==> src/rtl/pipe_hazard_ctrl.sv <==
// Hazard/forwarding controller for the 5-stage pipeline: per-stage stall/bubble control and
// registered per-source forwarding selects. Define HAZARD_WB_CAPTURE_EN to capture WB data instead of stalling.
module pipe_hazard_ctrl #(
  parameter int unsigned DATA_W = 32,
  parameter int unsigned RA_W   = 5,
  parameter int unsigned NSRC   = 2
) (
  input  logic                     clk,
  input  logic                     rst,
  input  logic [NSRC*RA_W-1:0]     id_rs,
  input  logic [NSRC-1:0]          id_rs_used,
  input  logic [RA_W-1:0]          ex_rd,
  input  logic [RA_W-1:0]          mem_rd,
  input  logic [RA_W-1:0]          wb_rd,
  input  logic                     ex_we,
  input  logic                     mem_we,
  input  logic                     wb_we,
  input  logic                     ex_is_load,
  input  logic [DATA_W-1:0]        wb_data,
  input  logic                     iready_n,
  input  logic                     dready_n,
  input  logic                     dbusy,
  input  logic                     mem_rd_req,
  input  logic                     mem_wr_req,
  input  logic                     br_taken_ex,
  input  logic                     br_taken_id,
  output logic [NSRC*2-1:0]        fwd_sel,
  output logic [NSRC*DATA_W-1:0]   cap_data,
  output logic                     stall_id,
  output logic                     stall_ex,
  output logic                     stall_mem,
  output logic                     stall_wb,
  output logic                     nop_if,
  output logic                     nop_id,
  output logic                     nop_ex
);

  typedef enum logic [1:0] {
    SEL_RF    = 2'b00,
    SEL_EXMEM = 2'b01,
    SEL_MEMWB = 2'b10,
    SEL_CAP   = 2'b11
  } fwd_sel_e;

  logic [NSRC-1:0]        m_ex, m_mem, m_wb;
  logic                   mem_stall, load_use, wb_hz, use_stall;
  logic                   advance, flush;
  logic [NSRC*2-1:0]      fwd_sel_d, fwd_sel_q;

  always_comb begin
    m_ex  = '0;
    m_mem = '0;
    m_wb  = '0;
    for (int unsigned i = 0; i < NSRC; i++) begin
      m_ex[i]  = id_rs_used[i] & ex_we  & (ex_rd  != '0) & (ex_rd  == id_rs[i*RA_W +: RA_W]);
      m_mem[i] = id_rs_used[i] & mem_we & (mem_rd != '0) & (mem_rd == id_rs[i*RA_W +: RA_W]);
      m_wb[i]  = id_rs_used[i] & wb_we  & (wb_rd  != '0) & (wb_rd  == id_rs[i*RA_W +: RA_W]);
    end
  end

  assign mem_stall = iready_n | (dready_n & mem_rd_req) | (dbusy & mem_wr_req);
  assign load_use  = (|m_ex) & ex_is_load;

`ifdef HAZARD_WB_CAPTURE_EN
  assign wb_hz = 1'b0;
`else
  // Without capture, a WB-only producer costs one bubble; afterwards the regfile holds the value.
  assign wb_hz = |(m_wb & ~m_ex & ~m_mem);
`endif

  assign use_stall = load_use | wb_hz;
  assign advance   = ~mem_stall & ~br_taken_ex & ~use_stall;
  assign flush     = ~mem_stall & (br_taken_ex | use_stall);

  always_comb begin
    stall_id  = 1'b0;
    stall_ex  = 1'b0;
    stall_mem = 1'b0;
    stall_wb  = 1'b0;
    nop_if    = 1'b0;
    nop_id    = 1'b0;
    nop_ex    = 1'b0;
    if (mem_stall) begin
      stall_id  = 1'b1;
      stall_ex  = 1'b1;
      stall_mem = 1'b1;
      stall_wb  = 1'b1;
    end else if (br_taken_ex) begin
      nop_if = 1'b1;
      nop_id = 1'b1;
      nop_ex = 1'b1;
    end else begin
      if (use_stall) begin
        stall_id = 1'b1;
        nop_if   = 1'b1;
        nop_ex   = 1'b1;
      end
      if (br_taken_id) nop_if = 1'b1;
    end
  end

`ifdef HAZARD_WB_CAPTURE_EN
  logic [NSRC*DATA_W-1:0] cap_data_d, cap_data_q;
`endif

  always_comb begin
    fwd_sel_d = fwd_sel_q;
`ifdef HAZARD_WB_CAPTURE_EN
    cap_data_d = cap_data_q;
`endif
    if (flush) begin
      fwd_sel_d = '0;
    end else if (advance) begin
      for (int unsigned i = 0; i < NSRC; i++) begin
        // A load EX match cannot reach here: it raises load_use and blocks advance.
        if (m_ex[i]) begin
          fwd_sel_d[2*i +: 2] = SEL_EXMEM;
        end else if (m_mem[i]) begin
          fwd_sel_d[2*i +: 2] = SEL_MEMWB;
        end else if (m_wb[i]) begin
`ifdef HAZARD_WB_CAPTURE_EN
          fwd_sel_d[2*i +: 2]          = SEL_CAP;
          cap_data_d[i*DATA_W +: DATA_W] = wb_data;
`else
          fwd_sel_d[2*i +: 2] = SEL_RF;
`endif
        end else begin
          fwd_sel_d[2*i +: 2] = SEL_RF;
        end
      end
    end
  end

  always_ff @(posedge clk or negedge rst) begin
    if (!rst) fwd_sel_q <= '0;
    else      fwd_sel_q <= fwd_sel_d;
  end

  assign fwd_sel = fwd_sel_q;

`ifdef HAZARD_WB_CAPTURE_EN
  always_ff @(posedge clk or negedge rst) begin
    if (!rst) cap_data_q <= '0;
    else      cap_data_q <= cap_data_d;
  end

  assign cap_data = cap_data_q;
`else
  logic wb_data_unused;
  assign wb_data_unused = ^wb_data;
  assign cap_data       = '0;
`endif

endmodule

==> config.mk <==
export PLATFORM = sky130hd
export DESIGN_NAME = pipe_hazard_ctrl
export DESIGN_NICKNAME = d
export VERILOG_FILES = /design/src/rtl/pipe_hazard_ctrl.sv
export SDC_FILE = /design/constraint.sdc
export NUM_CORES = 1
export LEC_CHECK = 0
export ABC_AREA = 1
export BUFFER_PORTS_ARGS = -buffer_cell sky130_fd_sc_hd__buf_4
export CAP_MARGIN = 20
export CORE_ASPECT_RATIO = 2
export CORE_UTILIZATION = 38
export CTS_BUF_LIST = sky130_fd_sc_hd__clkbuf_16
export DETAILED_ROUTE_END_ITERATION = 6
export GPL_TIMING_DRIVEN = 1
export PLACE_DENSITY = 0.84
export SLEW_MARGIN = 15
export SYNTH_ARGS = -nofsm -noshare
export SYNTH_HDL_FRONTEND = slang
export SYNTH_SLANG_ARGS = --single-unit
==> constraint.sdc <==
create_clock -name clk -period 1.6 [get_ports clk]
set_input_delay 0.08 -clock clk [delete_from_list [all_inputs] [get_ports clk]]
set_output_delay 0.08 -clock clk [all_outputs]
set_load 0.05 [all_outputs]
* Word level (Yosys, flattened, before mapping)
Cells that the tools add are included.
** Cells by class
- $add $sub $neg :: 0
- Multipliers :: 0
- Divide/modulo/power cells :: 0
- Magnitude comparators :: 0
- Eq/ne operators :: 6
- Shift operators :: 0
- Mux-type cells :: 17
- Bitwise gates (word level) :: 35
- Reduce and logical (&&, ||, !) cells :: 6
** Operators by type and width (count)
- equality test 5 bit :: 6
- AND 1 bit :: 24
- nonzero test 5 bit :: 3
- two-way mux 1 bit :: 11
- two-way mux 2 bit :: 4
- two-way mux 4 bit :: 2
- AND 2 bit :: 2
- inverter 2 bit :: 2
- OR 1 bit :: 4
- OR reduction 2 bit :: 2
- inverter 1 bit :: 3
- nonzero test 2 bit :: 1
** Word-level totals
- Bits in registers :: 4
- Bits in latches :: 0
- Bits in writable memories :: 0
- ROM bits :: 0
- Input port bits :: 72
- Output and inout bits :: 75
- Logic and storage cells :: 65
- Memories :: 0

* Logic depth before layout (Yosys ltp)
- Depth in word-level cells :: 12
- Mapped depth :: 12

* Least setup slack after synthesis
No wires, ideal clock.
- Path kind :: input-to-output
- Start point :: input port dbusy
- End point :: output port nop_id
- Arrival time :: 1185 ps
- Required time :: 1520 ps
- Path slack :: 335 ps
- Stages :: 3
- Path buffers :: 0
- Path through :: a21oi_2 -> nand2_2 -> nor2_1
** On the way
- Cells in the longest elaborated chain, start to end :: 3
** RTL lines
- start, declared :: RTL line 22 : input logic dbusy,
- AND 1 bit :: RTL line 61 : assign mem_stall = iready_n | (dready_n & mem_rd_req) | (dbusy & mem_wr_req);
- OR 1 bit :: RTL line 61
- two-way mux 1 bit :: RTL line 83 : if (mem_stall) begin
- end, declared :: RTL line 34 : output logic nop_id,
No other way between the ends.

* Final worst setup path
- Start point :: input port wb_rd[4]
- End point :: output port nop_if
** On the way
- Cells in the longest elaborated chain, start to end :: 11
- Elaborated cells on any way between the ends :: 15
- Classes of those cells :: eq/ne (2); mux (4); bitwise (7); reduce/logical (2)
** RTL lines
- start, declared :: RTL line 14 : input logic [RA_W-1:0] wb_rd,
- nonzero test 5 bit :: RTL line 57 : m_wb[i] = id_rs_used[i] & wb_we & (wb_rd != '0) & (wb_rd == id_rs[i*RA_W +: RA_W]);
- AND 1 bit (2 in a row) :: RTL line 57
- AND 2 bit * (2 in a row) :: RTL line 68 : assign wb_hz = |(m_wb & ~m_ex & ~m_mem);
- OR reduction 2 bit * :: RTL line 68
- OR 1 bit * :: RTL line 71 : assign use_stall = load_use | wb_hz;
- two-way mux 1 bit * :: RTL line 93 : if (use_stall) begin
- two-way mux 1 bit * :: RTL line 98 : if (br_taken_id) nop_if = 1'b1;
- two-way mux 1 bit * :: RTL line 88 : end else if (br_taken_ex) begin
- two-way mux 1 bit * :: RTL line 83
- end, declared :: RTL line 33 : output logic nop_if,
Mark *: on every way between the ends. The rest lies on a longest branch, timed or not.

==> impl_results.md <==
- Status: finished, final reports clean
- Die height: 86.9 um
- Htree depth: 1
- WL final: 3.32 mm
- Netlist cell types: 22
- Fin. max-slew vios: 0
- Cell Area, Synth: 1370 sq um
- Share of layout cells above drive strength 1: 0.245
- Clk buf depth: 2
- Routed Antenna Nets: 0
- Cts bufs inserted: 3
- CP required: 1.52 ns
- PortBufs: 50
- Antenna diode count: 0
- Die Wd: between 40 and 50 um
- Dpl hpwl: 2.94 mm
- Total track usage: 0.180
- Fin crit share: 0.896
- Pwr Density: 720 nW/um^2
- Initial Utilization: 0.401
- CTS tree: done
- Congestion Overflow GR: 0
- Critical path type: in2out
- Setup Viol. Count Final: 0
- # clock sinks: 4
- Die ar.: 3860 sq um
- CTS clk-pin slew, worst paths: roughly 0.03 ns
- CP endpoint kind: primary output
- Non-filler instance count after layout: around 350
- Sequential area share after synthesis: 0.0731
- Core area: 3420 sq um
- Crit-path max FO: 5
- Ys Warns: 0
- Number of I/O pins: about 150
- Startpoint Class: input port
- Syn Area/Cell: 5.55 sq um
- VDD IR max: 0.000444 V
- Max-cap violation count: 0
- Site Rows: 30
- Final #Nets: roughly 370
- Dpl ws: 0.156 ns
- DRC: 0
- Pin count of the biggest net entering global routing: 11
- Hold Vio Cnt, Final: 0
- DR vias: 1,446
- Initial antenna violation count: 0
- # resized after CTS: 0
- DRT iter0 DRCs: 21
- Final WS setup: 0.167 ns
- DR WL/cell: about 9.6 um
- Max reg flops: 4
- Post-CTS Setup Bufs: 0
- Cells after DPL: 342
- Clock Skews: 0 ns
- Setup_tns: 0 ns
- Final hold slack: 0.191 ns
- Maximum clock frequency: 0.698 GHz
- Layout fillers: 392
- GP Congestion: about 0.92
- Via/cell ratio: ~4.2
- Clock Latency Late Sink: 0.23 ns
- First-pass GRT wire length: 5.22 mm
- Vias in the first global route: 1,292
- Static Leakage: 1.02 nW
- Hold Path Class: in2async
- Drt pass-1 iters: 4
- Post-synthesis instance total: 247
- Synth-to-Final Area Change: 19.1%
- Tmin final: 1.43 ns
- Root Buffer: clkbuf_16
- Number of synthesized register bits: 4
- RSZ-0062 raised after global routing: false
- WP data arrival: 1.35 ns
==> where the power goes <==
group	total, W	leakage [nW]	switching, W	internal (W)
Sequential	0.000108	0.0545	0.00000214	0.000106
Clock	0.000397	0.0370	0.0000775	0.000320
Combinational	0.000670	0.930	0.000530	0.000140
==> cell usage after synthesis <==
library cell / number / share of area
nand2_1: 85 / 0.23
xnor2_1: 2 / 0.013
nand4_4: 1 / 0.016
dfrtp_1: 4 / 0.073
inv_2: 9 / 0.025
o21ai_0: 4 / 0.015
nand3_2: 2 / 0.015
a21oi_2: 1 / 0.0064
nand3b_1: 1 / 0.0055
buf_4: 66 / 0.36
xor2_1: 1 / 0.0064
nand3_1: 11 / 0.040
a21oi_1: 7 / 0.026
o21ai_1: 2 / 0.0073
inv_1: 21 / 0.058
a21o_1: 1 / 0.0055
nor2_2: 3 / 0.014
nand4_1: 1 / 0.0046
conb_1: 1 / 0.0027
nand2_2: 4 / 0.018
nor2_1: 19 / 0.052
or2_0: 1 / 0.0046
==> area by class of cell <==
class	instances	area (sq um)	share of cell area
tap	48	60.1	0.0368
clock buffer	3	75.1	0.0460
timing repair buffer	51	385	0.236
multi-input combinational	210	898	0.551
sequential	4	100	0.0613
inverter	30	113	0.0690
==> per-layer routing <==
metal	routed length, um	track usage
met4	185	0.124
met3	313	0.0249
met2	1850	0.354
met1	970	0.151
met5	0	0
==> logic make-up after synthesis <==
logic type	share of synthesized area
AOI/OAI and AO/OA	0.0594
xor gates and xnor gates	0.0192
buffers and inverters	0.444
DFF	0.0731
other	0.00274
and+or+nand+nor	0.402
==> worst paths after layout <==
check / slack [ns] / cells after the start / startpoint / to
worst max-delay path: 0.17 / 12 / wb_rd[4] / nop_if
worst min-delay path: 0.19 / 2 / rst / fwd_sel[3]
worst max register to register: 0.88 / 2 / fwd_sel[0] / fwd_sel[0]
worst min register to register: 0.49 / 2 / fwd_sel[3] / fwd_sel[3]
max in group asynchronous: 1.31 / 2 / rst / fwd_sel[1]
min in group clk: 0.20 / 4 / ex_is_load / fwd_sel[2]
==> timing repair <==
| item | 4_1_cts | 5_1_grt |
|---|---|---|
| endpoints found under the hold margin | 4 | 0 |
| hold buffers | 1 | 0 |
| endpoints found under the setup margin | 0 | 0 |
==> critical path, cell delays in order <==
cell and delay (ns):
buf_4 0.09, inv_1 0.07, nand2_1 0.07, nand2_1 0.05, nor2_1 0.15, nand2_1 0.08, nor2_2 0.15, nand3_2 0.14
nand4_4 0.14, nand2_1 0.08, nand2_1 0.07, buf_4 0.19
==> cells in the final DEF (no fill, tap or decap), types with 2 or more instances in the layout <==
| cell type | instances |
|---|---|
| nor2_1 | 19 |
| nor2_2 | 3 |
| o21ai_1 | 2 |
| xnor2_1 | 2 |
| inv_1 | 21 |
| nand3_1 | 11 |
| o21ai_0 | 4 |
| a21oi_1 | 7 |
| dfrtp_1 | 4 |
| clkbuf_16 | 3 |
| inv_2 | 9 |
| nand2_1 | 85 |
| nand2_2 | 4 |
| conb_1 | 64 |
| nand3_2 | 2 |
| buf_4 | 50 |
==> per-stage QoR <==
step | instance area [sq um] | util | power (W)
after floorplan | 1610 | - | 0.000745
after global placement | 1550 | 0.453 | 0.000770
after detailed placement | 1550 | 0.453 | 0.000775
after CTS | 1630 | 0.478 | 0.00118
after global routing | 1630 | 0.478 | 0.00122
final | 1630 | 0.478 | 0.00118
Note: power is estimated with default switching activity, not from simulation.
